## config.mk

```make
export PLATFORM = sky130hd
export DESIGN_NAME = hdmi_pixel_packer_flat
export DESIGN_NICKNAME = d
export VERILOG_FILES = /design/src/rtl/hdmi_pkg.sv /design/src/rtl/hdmi_pixel_packer_if.sv /design/src/rtl/hdmi_sync_edge.sv /design/src/rtl/hdmi_pixel_packer.sv /design/src/flat_wrapper.sv
export SDC_FILE = /design/constraint.sdc
export NUM_CORES = 1
export LEC_CHECK = 0
export ABC_AREA = 1
export BUFFER_PORTS_ARGS = -buffer_cell sky130_fd_sc_hd__buf_2
export CORE_ASPECT_RATIO = 1.25
export CORE_UTILIZATION = 63
export CTS_BUF_LIST = sky130_fd_sc_hd__clkbuf_16
export DETAILED_ROUTE_END_ITERATION = 8
export GPL_ROUTABILITY_DRIVEN = 1
export GPL_TIMING_DRIVEN = 0
export MAX_ROUTING_LAYER = met4
export PLACE_DENSITY_LB_ADDON = 0.25
export SLEW_MARGIN = 5
export SYNTH_ARGS = -nofsm -noshare
export SYNTH_HDL_FRONTEND = slang
export SYNTH_HIERARCHICAL = 1
export SYNTH_SLANG_ARGS = --single-unit
```

## constraint.sdc

```tcl
create_clock -name i_hdmiClock -period 3.7 [get_ports i_hdmiClock]
set_input_delay 0.37 -clock i_hdmiClock [delete_from_list [all_inputs] [get_ports i_hdmiClock]]
set_output_delay 0.37 -clock i_hdmiClock [all_outputs]
set_load 0.05 [all_outputs]
```

## src/rtl/hdmi_pkg.sv

```systemverilog
// Shared constants and helpers for the HDMI pixel packer: byte geometry of the default
// 24->32 configuration, a constant clog2 and the sync-polarity helper.
package hdmi_pkg;

  localparam int unsigned BYTE_W = 8;

  typedef logic [BYTE_W-1:0] hdmiByte_t;

  function automatic int unsigned clog2(input int unsigned value);
    int unsigned r;
    r = 0;
    while ((32'd1 << r) < value) r++;
    return r;
  endfunction

  // Accumulator holds up to OUT-1 residual bytes plus one incoming pixel.
  function automatic int unsigned fillWidth(input int unsigned inBytes,
                                            input int unsigned outBytes);
    return clog2(inBytes + outBytes);
  endfunction

  localparam int unsigned IN_BYTES  = 3;
  localparam int unsigned OUT_BYTES = 4;
  localparam int unsigned FILL_W    = fillWidth(IN_BYTES, OUT_BYTES);

  function automatic logic syncActive(input logic sig, input bit actHigh);
    return actHigh ? sig : ~sig;
  endfunction

endpackage

```

## src/rtl/hdmi_pixel_packer_if.sv

```systemverilog
// Pixel ingest and FIFO-write bundle of the HDMI pixel packer; master drives pixels and
// FIFO status, slave is the packer.
interface hdmi_pixel_packer_if #(
  parameter int unsigned IN_WIDTH   = 24,
  parameter int unsigned OUT_WIDTH  = 32,
  parameter int unsigned DROP_CNT_W = 16
);
  logic [IN_WIDTH-1:0]   hdmiData;
  logic                  hSync;
  logic                  vSync;
  logic                  dataEnable;
  logic                  hdmiEnable;
  logic                  fifoFull;
  logic                  clearStatus;
  logic [OUT_WIDTH-1:0]  fifoData;
  logic                  dataValid;
  logic                  overflow;
  logic [DROP_CNT_W-1:0] dropCount;

  modport master (
    output hdmiData, hSync, vSync, dataEnable, hdmiEnable, fifoFull, clearStatus,
    input  fifoData, dataValid, overflow, dropCount
  );

  modport slave (
    input  hdmiData, hSync, vSync, dataEnable, hdmiEnable, fifoFull, clearStatus,
    output fifoData, dataValid, overflow, dropCount
  );
endinterface

```

## src/rtl/hdmi_sync_edge.sv

```systemverilog
// Polarity-corrected sync edge detector: flags the inactive->active transition of a sync
// input against a one-cycle registered copy.
module hdmi_sync_edge
  import hdmi_pkg::*;
#(
  parameter bit ACT_HIGH = 1'b1
) (
  input  logic i_hdmiClock,
  input  logic i_nReset,
  input  logic sync,
  output logic syncEdge
);
  logic active;
  logic activeQ;

  assign active = syncActive(sync, ACT_HIGH);

  always_ff @(posedge i_hdmiClock) begin
    if (!i_nReset) activeQ <= 1'b0;
    else           activeQ <= active;
  end

  assign syncEdge = active & ~activeQ;

endmodule

```

## src/rtl/hdmi_pixel_packer.sv

```systemverilog
// Packs IN_WIDTH-bit HDMI pixels into OUT_WIDTH-bit FIFO words with sync-driven zero-padded
// flush and saturating drop accounting when the FIFO is full.
module hdmi_pixel_packer
  import hdmi_pkg::*;
#(
  parameter int unsigned IN_WIDTH       = IN_BYTES * BYTE_W,
  parameter int unsigned OUT_WIDTH      = OUT_BYTES * BYTE_W,
  parameter bit          MSB_FIRST      = 1'b1,
  parameter bit          FLUSH_ON_VSYNC = 1'b1,
  parameter bit          FLUSH_ON_HSYNC = 1'b0,
  parameter bit          SYNC_ACT_HIGH  = 1'b1,
  parameter int unsigned DROP_CNT_W     = 16
) (
  input logic                i_hdmiClock,
  input logic                i_nReset,
  hdmi_pixel_packer_if.slave bus
);
  localparam int unsigned InBytes  = IN_WIDTH / BYTE_W;
  localparam int unsigned OutBytes = OUT_WIDTH / BYTE_W;
  localparam int unsigned AccBytes = InBytes + OutBytes - 1;
  localparam int unsigned FillW    = (InBytes == IN_BYTES && OutBytes == OUT_BYTES) ?
                                     FILL_W : fillWidth(InBytes, OutBytes);

  // Byte 0 of the accumulator is the oldest byte in stream order; unused slots stay zero.
  hdmiByte_t accQ [AccBytes];
  hdmiByte_t accD [AccBytes];
  hdmiByte_t merged [AccBytes];
  hdmiByte_t pixBytes [InBytes];
  hdmiByte_t wordBytes [OutBytes];

  logic [FillW-1:0]      fillQ, fillD, baseFill, mergedFill;
  logic [OUT_WIDTH-1:0]  fifoDataQ, wordD;
  logic                  dataValidQ, dataValidD;
  logic                  overflowQ, overflowD;
  logic [DROP_CNT_W-1:0] dropCountQ, dropCountD;
  logic                  hEdge, vEdge;
  logic                  pixelIn, flushReq, wordFull, emit, drop;

  hdmi_sync_edge #(.ACT_HIGH(SYNC_ACT_HIGH)) uHSyncEdge (
    .i_hdmiClock(i_hdmiClock),
    .i_nReset   (i_nReset),
    .sync       (bus.hSync),
    .syncEdge   (hEdge)
  );

  hdmi_sync_edge #(.ACT_HIGH(SYNC_ACT_HIGH)) uVSyncEdge (
    .i_hdmiClock(i_hdmiClock),
    .i_nReset   (i_nReset),
    .sync       (bus.vSync),
    .syncEdge   (vEdge)
  );

  always_comb begin
    for (int i = 0; i < InBytes; i++) begin
      pixBytes[i] = bus.hdmiData[IN_WIDTH-1-BYTE_W*i -: BYTE_W];
    end

    pixelIn  = bus.hdmiEnable & bus.dataEnable;
    flushReq = bus.hdmiEnable & ((FLUSH_ON_VSYNC & vEdge) | (FLUSH_ON_HSYNC & hEdge)) &
               (fillQ != '0);

    // A flush empties the accumulator first so a coincident pixel lands at byte 0.
    baseFill = flushReq ? '0 : fillQ;
    for (int j = 0; j < AccBytes; j++) begin
      merged[j] = flushReq ? '0 : accQ[j];
      if (pixelIn) begin
        for (int i = 0; i < InBytes; i++) begin
          if (FillW'(j) == baseFill + FillW'(i)) merged[j] = pixBytes[i];
        end
      end
    end
    mergedFill = pixelIn ? baseFill + FillW'(InBytes) : baseFill;

    wordFull = !flushReq && (mergedFill >= FillW'(OutBytes));
    emit     = flushReq | wordFull;
    drop     = emit & bus.fifoFull;

    for (int k = 0; k < OutBytes; k++) begin
      wordBytes[k] = flushReq ? accQ[k] : merged[k];
    end

    wordD = '0;
    for (int k = 0; k < OutBytes; k++) begin
      if (MSB_FIRST) wordD[OUT_WIDTH-1-BYTE_W*k -: BYTE_W] = wordBytes[k];
      else           wordD[BYTE_W*k +: BYTE_W]             = wordBytes[k];
    end

    // A dropped word still consumes its bytes to keep pixel alignment.
    for (int j = 0; j < AccBytes; j++) begin
      if (!wordFull)                   accD[j] = merged[j];
      else if (j + OutBytes < AccBytes) accD[j] = merged[j+OutBytes];
      else                             accD[j] = '0;
    end
    fillD = wordFull ? mergedFill - FillW'(OutBytes) : mergedFill;

    dataValidD = emit & ~bus.fifoFull;

    overflowD  = overflowQ;
    dropCountD = dropCountQ;
    if (bus.clearStatus) begin
      overflowD  = 1'b0;
      dropCountD = '0;
    end
    if (drop) begin
      overflowD = 1'b1;
      if (dropCountD != '1) dropCountD = dropCountD + 1'b1;
    end
  end

  always_ff @(posedge i_hdmiClock) begin
    if (!i_nReset) begin
      accQ       <= '{default: '0};
      fillQ      <= '0;
      fifoDataQ  <= '0;
      dataValidQ <= 1'b0;
      overflowQ  <= 1'b0;
      dropCountQ <= '0;
    end else begin
      accQ       <= accD;
      fillQ      <= fillD;
      dataValidQ <= dataValidD;
      overflowQ  <= overflowD;
      dropCountQ <= dropCountD;
      if (dataValidD) fifoDataQ <= wordD;
    end
  end

  assign bus.fifoData  = fifoDataQ;
  assign bus.dataValid = dataValidQ;
  assign bus.overflow  = overflowQ;
  assign bus.dropCount = dropCountQ;

endmodule

```

## src/flat_wrapper.sv

```systemverilog
// flat-port wrapper written by rule: the top's interface ports become plain ports
module hdmi_pixel_packer_flat import hdmi_pkg::*;
#(
  parameter int unsigned IN_WIDTH       = IN_BYTES * BYTE_W,
  parameter int unsigned OUT_WIDTH      = OUT_BYTES * BYTE_W,
  parameter bit          MSB_FIRST      = 1'b1,
  parameter bit          FLUSH_ON_VSYNC = 1'b1,
  parameter bit          FLUSH_ON_HSYNC = 1'b0,
  parameter bit          SYNC_ACT_HIGH  = 1'b1,
  parameter int unsigned DROP_CNT_W     = 16
)
  (i_hdmiClock, i_nReset, bus_hdmiData, bus_hSync, bus_vSync, bus_dataEnable, bus_hdmiEnable, bus_fifoFull, bus_clearStatus, bus_fifoData, bus_dataValid, bus_overflow, bus_dropCount);
  hdmi_pixel_packer_if #(.IN_WIDTH(IN_WIDTH), .OUT_WIDTH(OUT_WIDTH), .DROP_CNT_W(DROP_CNT_W)) bus_i ();
  input logic i_hdmiClock;
  input logic i_nReset;
  input wire logic [$bits(bus_i.hdmiData)-1:0] bus_hdmiData;
  input wire logic [$bits(bus_i.hSync)-1:0] bus_hSync;
  input wire logic [$bits(bus_i.vSync)-1:0] bus_vSync;
  input wire logic [$bits(bus_i.dataEnable)-1:0] bus_dataEnable;
  input wire logic [$bits(bus_i.hdmiEnable)-1:0] bus_hdmiEnable;
  input wire logic [$bits(bus_i.fifoFull)-1:0] bus_fifoFull;
  input wire logic [$bits(bus_i.clearStatus)-1:0] bus_clearStatus;
  output wire logic [$bits(bus_i.fifoData)-1:0] bus_fifoData;
  output wire logic [$bits(bus_i.dataValid)-1:0] bus_dataValid;
  output wire logic [$bits(bus_i.overflow)-1:0] bus_overflow;
  output wire logic [$bits(bus_i.dropCount)-1:0] bus_dropCount;
  assign bus_i.hdmiData = bus_hdmiData;
  assign bus_i.hSync = bus_hSync;
  assign bus_i.vSync = bus_vSync;
  assign bus_i.dataEnable = bus_dataEnable;
  assign bus_i.hdmiEnable = bus_hdmiEnable;
  assign bus_i.fifoFull = bus_fifoFull;
  assign bus_i.clearStatus = bus_clearStatus;
  assign bus_fifoData = bus_i.fifoData;
  assign bus_dataValid = bus_i.dataValid;
  assign bus_overflow = bus_i.overflow;
  assign bus_dropCount = bus_i.dropCount;
  hdmi_pixel_packer #(.IN_WIDTH(IN_WIDTH), .OUT_WIDTH(OUT_WIDTH), .MSB_FIRST(MSB_FIRST), .FLUSH_ON_VSYNC(FLUSH_ON_VSYNC), .FLUSH_ON_HSYNC(FLUSH_ON_HSYNC), .SYNC_ACT_HIGH(SYNC_ACT_HIGH), .DROP_CNT_W(DROP_CNT_W)) u_core (.i_hdmiClock(i_hdmiClock), .i_nReset(i_nReset), .bus(bus_i));
endmodule
```

**Word level (Yosys, flattened, before mapping)**

Cells that the tools add are included.

- Reductions and logical operators: 8
- Divide/modulo/power cells: 0
- Add/subtract/negate cells: 5
- Multiply operators: 0
- Muxes and demuxes: 44
- Shift operators: 0
- Equal/unequal tests: 16
- Magnitude comparators: 1
- Bitwise operators: 10

Operators with widths:

| cell | count |
|---|---|
| 8-bit two-way mux | 36 |
| 16-bit two-way mux | 3 |
| 2-bit by 3-bit equality test with 1-bit output, first input constant | 6 |
| 3-bit equality test, first input constant | 6 |
| 16-bit by 1-bit adder with 16-bit output, second input constant | 1 |
| 16-bit inequality test, second input constant | 1 |
| 1-bit by 3-bit equality test with 1-bit output, first input constant | 3 |
| 3-bit logical NOT | 3 |
| 3-bit two-way mux | 3 |
| 3-bit by 2-bit adder with 3-bit output, second input constant | 2 |
| 1-bit bitwise AND | 6 |
| 3-bit by 1-bit adder with 3-bit output, second input constant | 1 |
| 3-bit greater-or-equal comparator, second input constant | 1 |
| 1-bit inverter | 3 |
| 3-bit nonzero test | 1 |
| 3-bit subtractor, second input constant | 1 |
| 1-bit two-way mux | 2 |
| 2-bit nonzero test | 1 |
| 2-bit OR reduction | 1 |
| 1-bit logical AND | 1 |
| 1-bit logical NOT | 1 |
| 1-bit OR | 1 |

- Logic and storage cells: 96
- Bits of input ports: 32
- ROM bits: 0
- Memories: 0
- Bits in registers: 102
- Output and inout port bits: 50
- Bits in latches: 0
- RAM bits: 0

**Depth between registers and ports, before layout**

- Depth after elaboration: 12
- Gate-level depth with buffers: 16
- Gate-level depth less buffers: 16

**Modules after synthesis**

The synthesis kept the hierarchy.

By module, submodules not included:

| module | instances | area each (um^2) | seq. area each (um^2) | cells each |
|---|---|---|---|---|
| hdmi_pixel_packer | 1 | 6,480.0 | 2,021.9 | 1,081 |
| hdmi_sync_edge | 1 | 37.5 | 20.0 | 5 |

**Least setup slack after synthesis**

No wires, ideal clock.

- Kind: reg2reg
- Start point: register u_core.dropCountQ[0], in the netlist u_core/bus.dropCount[0]
- End point: register u_core.dropCountQ[0], in the netlist u_core/bus.dropCount[0]
- Clock period less this slack: 2,182 ps
- Data arrival time: 2,050 ps
- Data required time: 3,568 ps
- Setup time: 132 ps
- Cell stages (with the launch flop): 12
- Buffers on the path: 0
- Slack: 1,518 ps
- Cell sequence: dfxtp_1 -> inv_1 -> nor2_1 -> ha_1 -> inv_1 -> nor3_2 -> nand2_1 -> clkinv_1 -> nand2_2 -> xor2_1 -> nand2_1 -> a21oi_1

- Cells in the longest elaborated chain, start to end: 4
- Elaborated cells on any way between the ends: 5
- Classes of those cells: add/sub (1); eq/ne (1); mux (3)

RTL lines:

| what | line | source |
|---|---|---|
| start, declared | hdmi_pixel_packer.sv:35 | `logic [DROP_CNT_W-1:0] dropCountQ, dropCountD;` |
| start signal, assigned | hdmi_pixel_packer.sv:123 | `dropCountQ <= dropCountD;` |
| 16-bit two-way mux * | hdmi_pixel_packer.sv:100 | `if (bus.clearStatus) begin` |
| 16-bit by 1-bit adder with 16-bit output / 16-bit inequality test (equally long branches) | hdmi_pixel_packer.sv:106 | `if (dropCountD != '1) dropCountD = dropCountD + 1'b1;` |
| 16-bit two-way mux | hdmi_pixel_packer.sv:106 |  |
| 16-bit two-way mux * | hdmi_pixel_packer.sv:104 | `if (drop) begin` |

Every way passes the cells marked *; elsewhere a longest branch is shown, timed or not.
A chain may end at the register's enable or synchronous reset.

**Worst setup path after layout**

- Start point: register u_core.uVSyncEdge.activeQ
- End point: register u_core.fifoDataQ[6], in the netlist u_core/bus.fifoData[6]

- Cells in the longest elaborated chain, start to end: 11
- Elaborated cells on any way between the ends: 23
- Classes of those cells: add/sub (3); order compare (1); eq/ne (3); mux (8); bitwise (6); reduce/logical (2)

RTL lines:

| what | line | source |
|---|---|---|
| start, declared | hdmi_sync_edge.sv:14 | `logic activeQ;` |
| start signal, assigned | hdmi_sync_edge.sv:20 | `else activeQ <= active;` |
| 1-bit inverter * | hdmi_sync_edge.sv:23 | `assign syncEdge = active & ~activeQ;` |
| 1-bit bitwise AND * | hdmi_sync_edge.sv:23 |  |
| via u_core.vEdge | hdmi_pixel_packer.sv:36 | `logic hEdge, vEdge;` |
| 1-bit bitwise AND * (2 in a row) | hdmi_pixel_packer.sv:59 | `flushReq = bus.hdmiEnable & ((FLUSH_ON_VSYNC & vEdge) \| (FLUSH_ON_HSYNC & hEdge)) &` |
| 3-bit two-way mux | hdmi_pixel_packer.sv:63 | `baseFill = flushReq ? '0 : fillQ;` |
| 3-bit by 2-bit adder with 3-bit output (tied with other cells) | hdmi_pixel_packer.sv:72 | `mergedFill = pixelIn ? baseFill + FillW'(InBytes) : baseFill;` |
| 3-bit two-way mux (tied with other cells) | hdmi_pixel_packer.sv:72 |  |
| 3-bit greater-or-equal comparator / 8-bit two-way mux (equally long branches) | hdmi_pixel_packer.sv:74, hdmi_pixel_packer.sv:68 |  |
| 1-bit logical AND / 8-bit two-way mux (equally long branches) | hdmi_pixel_packer.sv:74, hdmi_pixel_packer.sv:68 |  |
| 1-bit OR / 8-bit two-way mux (equally long branches) | hdmi_pixel_packer.sv:75, hdmi_pixel_packer.sv:66 |  |
| 1-bit bitwise AND / 8-bit two-way mux (equally long branches) | hdmi_pixel_packer.sv:96, hdmi_pixel_packer.sv:79 |  |
| end signal, assigned | hdmi_pixel_packer.sv:124 | `if (dataValidD) fifoDataQ <= wordD;` |
| end, declared | hdmi_pixel_packer.sv:32 | `logic [OUT_WIDTH-1:0] fifoDataQ, wordD;` |

The timed path passes the listed nets; every way through them passes the cells marked *.

==> flow_summary.toml <==
[worst_setup_path]
slowest_stage = "dfxtp_1"
reg2reg_setup_slack_ns = 0.94
crit_path_end_kind = "register"
cp_max_fo = 10
cp_num_buf_inv = 3
crit_path_start_kind = "register"
cp_cell_sequence = "nor2_2 -> nand2_2 -> nand2_1 -> nor2_4 -> ha_1 -> clkbuf_1 -> inv_1 -> clkbuf_1 -> o21ai_0 -> o21ai_1 -> nand2_1 -> nand2_1 -> nand2_1 -> a21oi_1"
required_ns = 3.95
crit_family = "simple AND/OR/NAND/NOR gates"
r2r_start = "u_core/uVSyncEdge/activeQ"
worstPathArrival_ns = 3.01
path_class = "register to register"
cpMostUsedCell = "nand2_1"
cp-startpoint = "u_core/uVSyncEdge/activeQ"
max_stage_delay_ns = 0.33

[clock_tree]
cts_tree = "built"
cts-root-buf = "clkbuf_16"
cts-resized-gates = 0
cts_setup_buffers = 0
htree_levels = 3
cts_made_buffers = 9
cts_max_path_buffers = 2
clk_pin_slew_ns = 0.07
cts.sinks = 102
holdBufCountCts = 0
clock_latency_ns = 0.36

[final_layout]
diodes = 0
fin_nets = 1212
final-seq-area_mm2 = 0.00204
instances_no_fill = 1310
nFillCells = 919
drive_gt1_share_pct = 13.0
syn_to_final_growth_pct = 13.5
multi_input_area_mm2 = 0.00381

[timing]
setup_viol = 0
fmax_mhz = 362
worst_clock_skew_ns = 0.0107
period_share_pct = 74.6
rsz0062_at_grt = "false"
worst_slew_pin_slew_ns = 0.699
report.final.slew_viol_count = 0
fin_crit_ns = 2.76
slew_headroom_pct = 53.2
hold_viol = 0
tns_ns = 0

[die]
die_x_um = 93.0
dieArea_mm2 = 0.0108
rows = 41
ios = 82
die_h_um = 116
start_util_pct = 64.8
core_mm2 = 0.0101

[logic_synthesis]
synth-adder-area-share_pct = 0.768
syn_inst = 1086
muxShareOfSynthArea_pct = 0
syn_avg_cell_area_um2 = 6.00
synth_top_area_share_pct = 31.3
synth_top_family_by_area = "simple AND/OR/NAND/NOR gates"
synth_fp_nets = 1122
synth_area_leader_cell = "dfxtp_1"
synthSimpleGateAreaFrac_pct = 34.5
yosysWarningCount = 6
synth.distinct_cells = 33
synth_seq_cells = 102
syn-cell-area_mm2 = 0.00652
synth_area_leaders = "dfxtp_1, nand2_1, a21oi_1, nand3_1, o21ai_0"
synth_xor_area_share_pct = 1.46
synth-compound-area-share_pct = 21.7
yosysSeqAreaShare_pct = 31.3

[routing]
drt_wl_total_um = 23700
drc = 0
vias = 7948
routed_via_density = 6.07
dr.first_iter.drc_count = 1014
wl_per_cell_um = 18.1
drtAntennaViolNets = 0
drt-pass1-iter-count = 6

[power]
p_int_w = 0.00194
total_power_w = 0.00294
pwr-share-comb_pct = 24.1
switching_share_pct = 34.1
seqPwrFrac_pct = 40.4
irDropWorstVdd_v = 0.000260
p_switching_w = 0.00100
power_density_mw_per_mm2 = 398
p_clk_share_pct = 35.5
leakagePower_nw = 3.64

[placement]
port_buffers = 79
placed_cells = 1294
dpl.hpwl_um = 17000
place_congestion = 1.05

[global_routing]
globalRouteOverflowTotal = 0
gr-usage-all-layers_pct = 45.5
grt_max_degree = 18
grt_pass1_vias = 7055
antenna_found_initial = 0
grt_pass1_wl_um = 36100

[run]
cap_viol_max_count = 0

[worst_hold_path]
hold_class = "primary input to register"
min-delay-start = "bus_vSync"

[outcome]
outcome = "completed"
## power groups by stage
stage,registers (W),logic (W),clock network (W)
2_1_floorplan,0.00132,0.000370,0
3_3_place_gp,0.00121,0.000674,0
3_5_place_dp,0.00121,0.000683,0
4_1_cts,0.00119,0.000686,0.00104
5_1_grt,0.00119,0.000762,0.00110
6_report,0.00119,0.000710,0.00104
## cells in the mapped netlist (all sizes together)
cell type / count
o2111ai: 1
nor2: 62
nand2: 325
dfxtp: 102
conb: 1
xnor2: 4
xor2: 6
nand3b: 1
clkbuf: 25
o21bai: 1
nor3: 5
o21ai: 128
o21a: 1
nand3: 133
o211ai: 1
buf: 37
inv: 94
nand4: 6
ha: 4
a21oi: 147
clkinv: 2
## flip-flops by register name, indices dropped and copies added (netlist names)
register / cells
u_core/bus.dropCount: 16
u_core/fillQ: 3
u_core/bus.fifoData: 32
u_core/bus.dataValid: 1
u_core/bus.overflow: 1
u_core/uVSyncEdge/activeQ: 1
u_core/accQ: 48
## worst reg2reg max path, cell delays in order (launching register included)
cell and delay, ns:
dfxtp_1 0.33, nor2_2 0.05, nand2_2 0.20, nand2_1 0.18, nor2_4 0.27, ha_1 0.20
clkbuf_1 0.32, inv_1 0.18, clkbuf_1 0.28, o21ai_0 0.27, o21ai_1 0.09, nand2_1 0.11
nand2_1 0.07, nand2_1 0.06, a21oi_1 0.06
## per-stage QoR
step                      setup WS, ns  util, %  hold slack, ns  area [um^2]
after global placement           0.893     70.4           0.455         7070
after floorplan                   1.52        -           0.463         6520
after CTS                         1.06     73.5           0.214         7390
final                            0.938     73.5           0.219         7390
after detailed placement         0.873     70.4           0.479         7070
after global routing             0.799     73.5           0.249         7390
## final cells by class
class / count / share of cell area [%]
buffer: 62 / 4.18
clock inverter: 7 / 1.29
tap: 129 / 2.18
timing repair buffer: 79 / 5.35
multi-input combinational: 826 / 51.5
clock buffer: 9 / 3.05
inverter: 96 / 4.87
sequential: 102 / 27.6
## cell usage in the layout, fill, tap and decap left out, drive strengths merged, types with 6 or more instances in the layout
cell / synthesis / routed
xor2: 6 / 6
clkbuf: 25 / 34
nand4: 6 / 6
nor2: 62 / 62
nand3: 133 / 133
a21oi: 147 / 147
dfxtp: 102 / 102
o21ai: 128 / 128
buf: 37 / 116
nand2: 325 / 325
inv: 94 / 96
## path summary, 6_finish.rpt
| kind | to | cells past startpoint |
|---|---|---|
| worst min register to register | u_core/bus.overflow | 2 |
| worst max-delay path | u_core/bus.fifoData[6] | 14 |
| worst min-delay path | u_core/uVSyncEdge/activeQ | 3 |
| worst max register to register | u_core/bus.fifoData[6] | 14 |
## layer usage
| layer | wire, um | global-route usage, % |
|---|---|---|
| met3 | 2710 | 11.0 |
| met5 | 0 | - |
| met1 | 8590 | 51.0 |
| met4 | 1720 | 31.1 |
| met2 | 10700 | 71.4 |
## logic make-up after synthesis
logic type,count (synthesis)
buffers and inverters,158
other,1
and+or+nand+nor,532
xor gates and xnor gates,10
adders and majority gates,4
AOI/OAI and AO/OA,279
DFF,102
Power figures use the tool's default switching activity.
